**src/rtl/clk_div_pkg.sv**
```systemverilog
// Shared definitions for the programmable clock divider: controller states
// and default datapath width / divide factor.
package clk_div_pkg;

    localparam int unsigned CNT_W_DEF       = 16;
    localparam int unsigned DEFAULT_DIV_DEF = 4;

    typedef enum logic [1:0] {
        ST_OFF      = 2'd0,
        ST_RUN      = 2'd1,
        ST_PEND     = 2'd2,
        ST_STOPPING = 2'd3
    } state_e;

    // Even and non-zero; odd or zero factors cannot give a 50% duty cycle.
    function automatic logic div_is_legal(input logic [CNT_W_DEF-1:0] n);
        return (n[0] == 1'b0) && (n != '0);
    endfunction

endpackage

```
**src/rtl/clk_div_phase.sv**
```systemverilog
// Phase counter and output toggle register: counts 1..H, toggles the divided
// clock at H and emits a tick on every rising toggle.
module clk_div_phase
    import clk_div_pkg::*;
#(
    parameter int unsigned P_CNT_W    = CNT_W_DEF,
    parameter int unsigned P_RST_HALF = DEFAULT_DIV_DEF / 2
) (
    input  logic               i_clk,
    input  logic               i_rst,
    input  logic               i_clear,
    input  logic               i_run,
    input  logic               i_load,
    input  logic [P_CNT_W-1:0] i_half,
    output logic               o_clk,
    output logic               o_tick,
    output logic               o_fall_c
);

    logic [P_CNT_W-1:0] cnt_q, cnt_d;
    logic [P_CNT_W-1:0] half_q, half_d;
    logic               clk_q, clk_d;
    logic               tick_q, tick_d;
    logic               at_half_c;

    assign at_half_c = (cnt_q == half_q);

    always_ff @(posedge i_clk or posedge i_rst) begin
        if (i_rst) begin
            cnt_q  <= P_CNT_W'(1);
            half_q <= P_CNT_W'(P_RST_HALF);
            clk_q  <= 1'b0;
            tick_q <= 1'b0;
        end else begin
            cnt_q  <= cnt_d;
            half_q <= half_d;
            clk_q  <= clk_d;
            tick_q <= tick_d;
        end
    end

    // The compare uses the half-period in force; a load only affects the next phase.
    always_comb begin
        cnt_d  = cnt_q;
        half_d = half_q;
        clk_d  = clk_q;
        tick_d = 1'b0;
        if (i_load) begin
            half_d = i_half;
        end
        if (i_clear) begin
            cnt_d = P_CNT_W'(1);
            clk_d = 1'b0;
        end else if (i_run) begin
            if (at_half_c) begin
                cnt_d  = P_CNT_W'(1);
                clk_d  = ~clk_q;
                tick_d = ~clk_q;
            end else begin
                cnt_d = cnt_q + P_CNT_W'(1);
            end
        end
    end

    assign o_clk    = clk_q;
    assign o_tick   = tick_q;
    assign o_fall_c = at_half_c & clk_q;

endmodule

```
**src/rtl/clk_div_ctrl.sv**
```systemverilog
// Programmable clock divider controller: run/stop FSM, divide-factor
// handshake with glitch-free factor changes, and sticky illegal-factor flag.
module clk_div_ctrl
    import clk_div_pkg::*;
#(
    parameter int unsigned P_CNT_W       = CNT_W_DEF,
    parameter int unsigned P_DEFAULT_DIV = DEFAULT_DIV_DEF
) (
    input  logic               i_clk,
    input  logic               i_rst,
    input  logic               i_enable,
    input  logic               i_div_valid,
    input  logic [P_CNT_W-1:0] i_div_data,
    output logic               o_div_ready,
    input  logic               i_err_clr,
    output logic               o_clk,
    output logic               o_tick,
    output logic               o_running,
    output logic [P_CNT_W-1:0] o_div_cur,
    output logic               o_err
);

    state_e             state_q, state_d;
    logic [P_CNT_W-1:0] div_cur_q, div_cur_d;
    logic [P_CNT_W-1:0] pend_q, pend_d;
    logic               err_q, err_d;
    logic               ready_q, ready_d;
    logic               running_q, running_d;

    logic               accept_c;
    logic               legal_c;
    logic               illegal_c;
    logic               ph_clear;
    logic               ph_run;
    logic               ph_load;
    logic [P_CNT_W-1:0] ph_half;
    logic               ph_clk;
    logic               ph_fall_c;

    assign accept_c  = i_div_valid & ready_q;
    assign legal_c   = accept_c & (i_div_data[0] == 1'b0) & (i_div_data != '0);
    assign illegal_c = accept_c & ~legal_c;
    assign ph_half   = div_cur_d >> 1;

    clk_div_phase #(
        .P_CNT_W    (P_CNT_W),
        .P_RST_HALF (P_DEFAULT_DIV / 2)
    ) u_phase (
        .i_clk    (i_clk),
        .i_rst    (i_rst),
        .i_clear  (ph_clear),
        .i_run    (ph_run),
        .i_load   (ph_load),
        .i_half   (ph_half),
        .o_clk    (ph_clk),
        .o_tick   (o_tick),
        .o_fall_c (ph_fall_c)
    );

    always_ff @(posedge i_clk or posedge i_rst) begin
        if (i_rst) begin
            state_q   <= ST_OFF;
            div_cur_q <= P_CNT_W'(P_DEFAULT_DIV);
            pend_q    <= P_CNT_W'(P_DEFAULT_DIV);
            err_q     <= 1'b0;
            ready_q   <= 1'b1;
            running_q <= 1'b0;
        end else begin
            state_q   <= state_d;
            div_cur_q <= div_cur_d;
            pend_q    <= pend_d;
            err_q     <= err_d;
            ready_q   <= ready_d;
            running_q <= running_d;
        end
    end

    always_comb begin
        state_d   = state_q;
        div_cur_d = div_cur_q;
        pend_d    = pend_q;
        err_d     = err_q;
        ph_clear  = 1'b0;
        ph_run    = 1'b0;
        ph_load   = 1'b0;

        // An illegal transfer in the same cycle as a clear keeps the flag set.
        if (i_err_clr) begin
            err_d = 1'b0;
        end
        if (illegal_c) begin
            err_d = 1'b1;
        end

        case (state_q)
            ST_OFF: begin
                ph_clear = 1'b1;
                if (legal_c) begin
                    div_cur_d = i_div_data;
                    ph_load   = 1'b1;
                end
                if (i_enable) begin
                    state_d = ST_RUN;
                end
            end
            ST_RUN: begin
                if (!i_enable && !ph_clk) begin
                    // Low phase can be cut short without a glitch.
                    ph_clear = 1'b1;
                    state_d  = ST_OFF;
                    if (legal_c) begin
                        div_cur_d = i_div_data;
                        ph_load   = 1'b1;
                    end
                end else begin
                    ph_run = 1'b1;
                    if (legal_c) begin
                        pend_d  = i_div_data;
                        state_d = ST_PEND;
                    end else if (!i_enable) begin
                        state_d = ph_fall_c ? ST_OFF : ST_STOPPING;
                    end
                end
            end
            ST_PEND: begin
                ph_run = 1'b1;
                if (ph_fall_c) begin
                    div_cur_d = pend_q;
                    ph_load   = 1'b1;
                    state_d   = i_enable ? ST_RUN : ST_OFF;
                end
            end
            ST_STOPPING: begin
                ph_run = 1'b1;
                if (ph_fall_c) begin
                    state_d = ST_OFF;
                end
            end
            default: begin
                state_d = ST_OFF;
            end
        endcase

        ready_d   = (state_d == ST_OFF) || (state_d == ST_RUN);
        running_d = (state_d != ST_OFF);
    end

    assign o_clk       = ph_clk;
    assign o_div_ready = ready_q;
    assign o_running   = running_q;
    assign o_div_cur   = div_cur_q;
    assign o_err       = err_q;

endmodule

```
**config.mk**
```make
export PLATFORM = sky130hd
export DESIGN_NAME = clk_div_ctrl
export DESIGN_NICKNAME = d
export VERILOG_FILES = /design/src/rtl/clk_div_pkg.sv /design/src/rtl/clk_div_phase.sv /design/src/rtl/clk_div_ctrl.sv
export SDC_FILE = /design/constraint.sdc
export NUM_CORES = 1
export LEC_CHECK = 0
export ABC_AREA = 1
export CORE_ASPECT_RATIO = 1.4
export CORE_MARGIN = 10
export CORE_UTILIZATION = 51
export CTS_CLUSTER_DIAMETER = 120
export CTS_CLUSTER_SIZE = 24
export DETAILED_ROUTE_END_ITERATION = 8
export PLACE_DENSITY_LB_ADDON = 0.12
export RECOVER_POWER = 25
export SYNTH_ARGS = -nofsm -noshare
export SYNTH_HDL_FRONTEND = slang
export SYNTH_SLANG_ARGS = --single-unit
```
**constraint.sdc**
```tcl
create_clock -name i_clk -period 2.35 [get_ports i_clk]
set_clock_uncertainty 0.1 [all_clocks]
set_input_delay 0.47 -clock i_clk [delete_from_list [all_inputs] [get_ports i_clk]]
set_output_delay 0.47 -clock i_clk [all_outputs]
set_load 0.01 [all_outputs]
```
==> results.yml, run 1 <==
status:
  status: "finished clean"
worst_hold_path:
  holdPathEnd: "pend_q[0]"
  min_from: "pend_q[0]"
  min_path_cells: 2
  hold_class: "register to register"
synth:
  synth_largest_type_area_fraction_pct: 44.05
  avgSynthCellArea_um2: 7.613
  synth_top_area_cell: "dfrtp_1"
  syn_inst: 485
  synth_area_mm2: 0.003692
  synthArstFlopShare_pct: 100.0
  ys_ff_latch: 70
  synth_edf_count: 0
  yosys_warnings: 0
  yosys-top-cells-area: "dfrtp_1, nand2_1, inv_1, nand3_1, nor2_1"
  syn_nets: 507
  yosysSeqAreaShare_pct: 47.61
  synth_cell_types: 33
  synth_top_flop_cell: "dfrtp_1"
routing:
  drc: 0
  route.vias.total: 3184
  wirelength_um: 8687
  dr.pass1.iters: 5
  drtIter0Drc: 220
  vias_per_cell: 4.944
  final_antenna_net_count: 0
  wl_per_cell_um: 13.49
critical_path:
  start_kind: "register"
  cp.required_ns: 2.55
  r2r_slack_ns: 0.25
  cp_data_arrival_time_ns: 2.30
  r2r-start: "u_phase.cnt_q[0]"
  cp_max_fo: 16
  rr_worst_depth: 12
  critPathKind: "register to register"
  endpoint_kind: "register"
  rr_endpoint: "u_phase.half_q[4]"
power:
  power.density_mw_per_mm2: 502.9
  power.leakage_nw: 2.230
  p_clk_share_pct: 43.1
  switching_share_pct: 22.47
  peakVddDrop_v: 0.0003905
  p_switching_w: 0.0005096
  p_int_w: 0.001758
  pwr-share-seq_pct: 53.2
  finalPower_w: 0.002268
  power_frac_comb_pct: 3.7
floorplanning:
  coreArea_mm2: 0.007027
  rows: 36
  ios: 42
  dieArea_mm2: 0.01109
  fp.dieH_um: 120.7
  initial_utilization_pct: 52.55
  die_w_um: 91.91
placed_design:
  gp_congestion: 0.8804
  placed_cell_area_mm2: 0.004318
  hpwl_um: 6444
  port_buffers: 41
clocking:
  clk_pin_slew_ns: 0.08
  root_buffer: "clkbuf_8"
  ctsLongestPathBuffers: 2
  htreeDepth: 3
  clk_latency_ns: 0.35
  cts_tree: "built"
  cts-buffers-inserted: 9
  clock_sinks: 70
  cts_hold_buf: 0
global_routing:
  grt_max_degree: 61
  grt_pass1_vias: 3160
  grt_use_total_pct: 16.39
  antenna_found_initial: 0
  grt_pass1_wl_um: 14970
  overflow: 0
sta:
  rsz0062_at_grt: "no"
  layout_min_cycle_time_ns: 2.103
  hold_viol: 0
  setup_tns_ns: 0
  fin_crit_sh_pct: 89.47
  setup_viol: 0
  max-slew-margin-rel_pct: 45.49
  fmax_ghz: 0.4756
  fin_hold_ws_ns: 0.3715
  worst_pin_slew_ns: 0.8176
  slew_violations: 0
layout:
  syn2layout_area_growth_pct: 22.13
  nets: 566
  n_fill_cell: 654
  drive_gt1_share_pct: 12.57
  design_area_mm2: 0.004509
  antenna_cells: 0
run:
  drv_cap: 0
## registers in the layout, indices dropped and copies added (netlist names)
| name | cells |
|---|---|
| pend_q | 16 |
| u_phase.half_q | 15 |
| o_running | 1 |
| u_phase.o_tick | 1 |
| u_phase.o_clk | 1 |
| state_q | 2 |
| u_phase.cnt_q | 16 |
| o_div_cur | 16 |
| o_err | 1 |
| o_div_ready | 1 |
## routing by layer
| layer | GRT usage [%] | wire [um] |
|---|---|---|
| met5 | 0 | 0 |
| met3 | 3.529 | 401 |
| met4 | 8.897 | 212 |
| met1 | 19.42 | 3813 |
| met2 | 27.04 | 4259 |
## worst max path at each step
stage,start,end,slack [ns]
finish,u_phase.cnt_q[0],u_phase.half_q[4],0.25
CTS,u_phase.cnt_q[0],o_running,0.22
detailed placement,i_div_data[8],u_phase.half_q[4],-0.02
floorplan,i_rst,o_div_cur[0],0.02
global placement,i_div_data[8],u_phase.half_q[3],0.01
global route,u_phase.cnt_q[0],u_phase.half_q[13],0.03
## kinds of logic (layout without fill, tap and decap cells)
kind of cell,after synthesis,count (layout),synth area share [%]
AO/OA/AOI/OAI,20,20,2.915
XOR/XNOR,9,9,2.135
adder cells (fa/ha/maj),1,1,0.3388
buffers and inverters,82,146,9.047
flip-flops,70,70,47.61
multiplexers,4,4,1.220
AND/OR/NAND/NOR,299,299,36.73
## critical path: stages (launching register included)
cell,delay [ns]
dfstp_2,0.59
nand2_1,0.06
inv_1,0.05
nor2_1,0.04
nor2_1,0.08
nand2_1,0.07
nor2_2,0.27
nand4_4,0.13
clkinv_2,0.23
nor2_4,0.06
inv_2,0.20
nand2_1,0.10
nand2_1,0.06
## stage by stage
step	utilization (%)	setup slack, ns	instances
2_1_floorplan	-	0.02006	485
3_5_place_dp	61.45	-0.01749	628
5_1_grt	64.17	0.03258	644
6_report	64.17	0.2474	644
3_3_place_gp	61.45	0.01357	628
4_1_cts	64.28	0.2226	644
## synthesized netlist by cell type, types with 2 or more instances
master,instances
nand3_2,10
inv_2,4
nor3_1,6
nor3b_1,3
nand2_2,2
inv_1,65
a21oi_1,4
nand4_1,3
nand3_1,45
nand3b_1,2
nor2_1,44
buf_2,6
dfstp_2,5
o21ai_0,12
clkbuf_1,2
buf_4,2
mux2_2,4
dfrtp_1,65
nor2_4,4
nand2_1,173
nor4_1,4
xor2_1,9
## power groups by stage
| stage | sequential (W) | clock (W) | combinational [W] |
|---|---|---|---|
| finish | 0.00121 | 0.000977 | 0.0000831 |
| global route | 0.00121 | 0.00105 | 0.0000929 |
| CTS | 0.00121 | 0.00100 | 0.0000892 |
| detailed placement | 0.00123 | 0 | 0.0000890 |
| global placement | 0.00123 | 0 | 0.0000880 |
| floorplan | 0.00123 | 0 | 0.0000280 |
## what timing repair did
action / 4_1_cts / 5_1_grt
resized for setup: 0 / 1
buffers inserted: 0 / 0
setup endpoints to repair: 0 / 1
## layout make-up
class	instances	area (um2)	area share (%)
clock buffer	10	137.6	3.052
clock inverter	6	61.31	1.360
inverter	71	270.3	5.993
multi-input combinational	333	1605	35.60
sequential	70	1758	38.98
tap	95	118.9	2.636
timing repair buffer	59	558.0	12.38
## cells in the final DEF, fill, tap and decap left out, types with 6 or more instances in the layout
master / n
buf_4: 16
clkbuf_8: 10
clkdlybuf4s50_1: 40
dfrtp_1: 65
inv_1: 65
nand2_1: 173
nand3_1: 44
nand3_2: 11
nor2_1: 44
nor3_1: 6
o21ai_0: 12
xor2_1: 9
Power figures use the tool's default switching activity.
==> inputs of run 2 (changes only) <==
--- a/config.mk
+++ b/config.mk
@@ -9,7 +9,6 @@
 export CORE_ASPECT_RATIO = 1.4
 export CORE_MARGIN = 10
-export CORE_UTILIZATION = 51
+export CORE_UTILIZATION = 55
 export CTS_CLUSTER_DIAMETER = 120
-export CTS_CLUSTER_SIZE = 24
 export DETAILED_ROUTE_END_ITERATION = 8
 export PLACE_DENSITY_LB_ADDON = 0.12
==> constraint.sdc (replaced) <==
create_clock -name i_clk -period 2.1 [get_ports i_clk]
set_clock_uncertainty 0.1 [all_clocks]
set_input_delay 0.525 -clock i_clk [delete_from_list [all_inputs] [get_ports i_clk]]
set_output_delay 0.525 -clock i_clk [all_outputs]
set_load 0.01 [all_outputs]
==> run 2 against run 1 <==
Register-to-register slack worse by 0.11 ns; clock power grew 13%; total power grew 13%; die area is 5.9% lower; hold slack better by 0.0014 ns; critical path type is now register to primary output; largest power group unchanged; highest routed layer unchanged.
==> results.yml, run 2 (synthesis results as in run 1) <==
placed_design:
  port_buffers: 41
  placed_cell_area_mm2: 0.004513
  pre_cts_ws_ns: -0.2805
  hpwl_um: 6653
  gp_congestion: 0.8373
routing:
  route.vias.total: 3327
  final_antenna_net_count: 0
  wirelength_um: 8964
  vias_per_cell: 5.118
  wl_per_cell_um: 13.79
  drtIter0Drc: 226
  dr.pass1.iters: 4
  drc: 0
sta:
  fmax_ghz: 0.4903
  worst_slack_ns: 0.06051
  max-slew-margin-rel_pct: 36.92
  fin_crit_sh_pct: 97.12
  slew_violations: 0
  worst_pin_slew_ns: 0.9463
  setup_tns_ns: 0
  setup_viol: 0
  layout_min_cycle_time_ns: 2.039
  hold_viol: 0
clocking:
  root_buffer: "clkbuf_8"
  clk_latency_ns: 0.35
  cts_tree: "built"
  clk_pin_slew_ns: 0.08
  htreeDepth: 3
  clock_sinks: 70
  cts-buffers-inserted: 9
  ctsLongestPathBuffers: 2
critical_path:
  cp_slowest_stage_delay_ns: 0.54
  endpoint_kind: "primary output"
  path_cells: "clkdlybuf4s50_1"
  cp.buffers_inverters: 1
  start_kind: "register"
  critical-path-top-delay-family: "flip-flops"
  critPathKind: "register to primary output"
  cp_slowest_cell: "dfstp_2"
  cp_max_fo: 2
  cp.required_ns: 1.47
  cp_data_arrival_time_ns: 1.41
worst_hold_path:
  hold_class: "register to register"
floorplanning:
  rows: 35
  die_w_um: 89.25
  initial_utilization_pct: 56.21
  fp.dieH_um: 116.9
  ios: 42
  coreArea_mm2: 0.006569
  dieArea_mm2: 0.01044
global_routing:
  antenna_found_initial: 0
  grt_use_total_pct: 18.33
  grt_pass1_vias: 3277
  grt_max_degree: 71
  grt_pass1_wl_um: 15010
  overflow: 0
power:
  p_clk_share_pct: 43.1
  power.density_mw_per_mm2: 535.7
  p_int_w: 0.001984
  p_switching_w: 0.0005775
  pwr-share-seq_pct: 52.7
  power.leakage_nw: 2.379
  switching_share_pct: 22.54
  power_frac_comb_pct: 4.2
  peakVddDrop_v: 0.0004755
layout:
  drive_gt1_share_pct: 18.06
  syn2layout_area_growth_pct: 29.52
  final_cell_mix: "nand2_1, inv_1, dfrtp_1, nand3_1, nor2_1"
  design_area_mm2: 0.004782
  n_fill_cell: 530
  nets: 593
  final_common_cell: "nand2_1"
  antenna_cells: 0
status:
  status: "finished clean"
run:
  drv_cap: 0
[run 2: tightest hold or removal path, delay by kind of cell (launching register included)]
kind             cells  cell delay [ns]
flip-flops           1             0.35
AND/OR/NAND/NOR      2             0.10
[run 2: final timing paths]
check	from	endpoint	slack, ns	cells after the start
max in group asynchronous	i_rst	u_phase.o_clk	0.34	3
min in group asynchronous	i_rst	u_phase.cnt_q[2]	0.88	3
worst max register to register	u_phase.cnt_q[0]	o_running	0.14	11
worst max-delay path	o_div_ready	o_div_ready	0.06	1
worst min-delay path	o_div_cur[0]	o_div_cur[0]	0.37	2
worst min register to register	o_div_cur[0]	o_div_cur[0]	0.37	2
[run 2: power by group through the flow]
stage               sequential (W)  combinational [W]  clock, W
global route               0.00135           0.000118   0.00119
floorplan                  0.00138          0.0000317         0
detailed placement         0.00138           0.000112         0
CTS                        0.00135           0.000113   0.00112
global placement           0.00138           0.000111         0
finish                     0.00135           0.000107   0.00110
[run 2: layer usage]
metal / track usage, % / wire (um) / share of wire [%]
met5: 0 / 0 / 0
met4: 6.064 / 121 / 1.3
met3: 4.848 / 368 / 4.1
met2: 31.62 / 4674 / 52
met1: 21.37 / 3800 / 42
[run 2: final cells by class]
cell class                 instances  area [um2]  area share, %
tap                               74       92.59          1.936
timing repair buffer              85       797.0          16.67
inverter                          71       277.8          5.808
sequential                        70        1759          36.79
multi-input combinational        334        1655          34.62
clock inverter                     5       58.81          1.230
clock buffer                      11       141.4          2.957
[run 2: stage by stage]
| stage | hold slack (ns) | util, % | std cells | power, W |
|---|---|---|---|---|
| floorplan | 0.3365 | - | 485 | 0.001409 |
| global placement | 0.3509 | 68.70 | 631 | 0.001488 |
| detailed placement | 0.3529 | 68.70 | 631 | 0.001489 |
| CTS | 0.3733 | 71.92 | 647 | 0.002585 |
| global route | 0.3955 | 72.80 | 650 | 0.002657 |
| finish | 0.3729 | 72.80 | 650 | 0.002562 |
[run 2: repair_timing]
item / CTS / global route
setup endpoints to repair: 4 / 25
hold endpoints to repair: 0 / 0
pin swaps: 0 / 4
buffers inserted: 0 / 2
gates resized for setup: 2 / 13
hold buffers: 0 / 0
gates cloned: 0 / 1
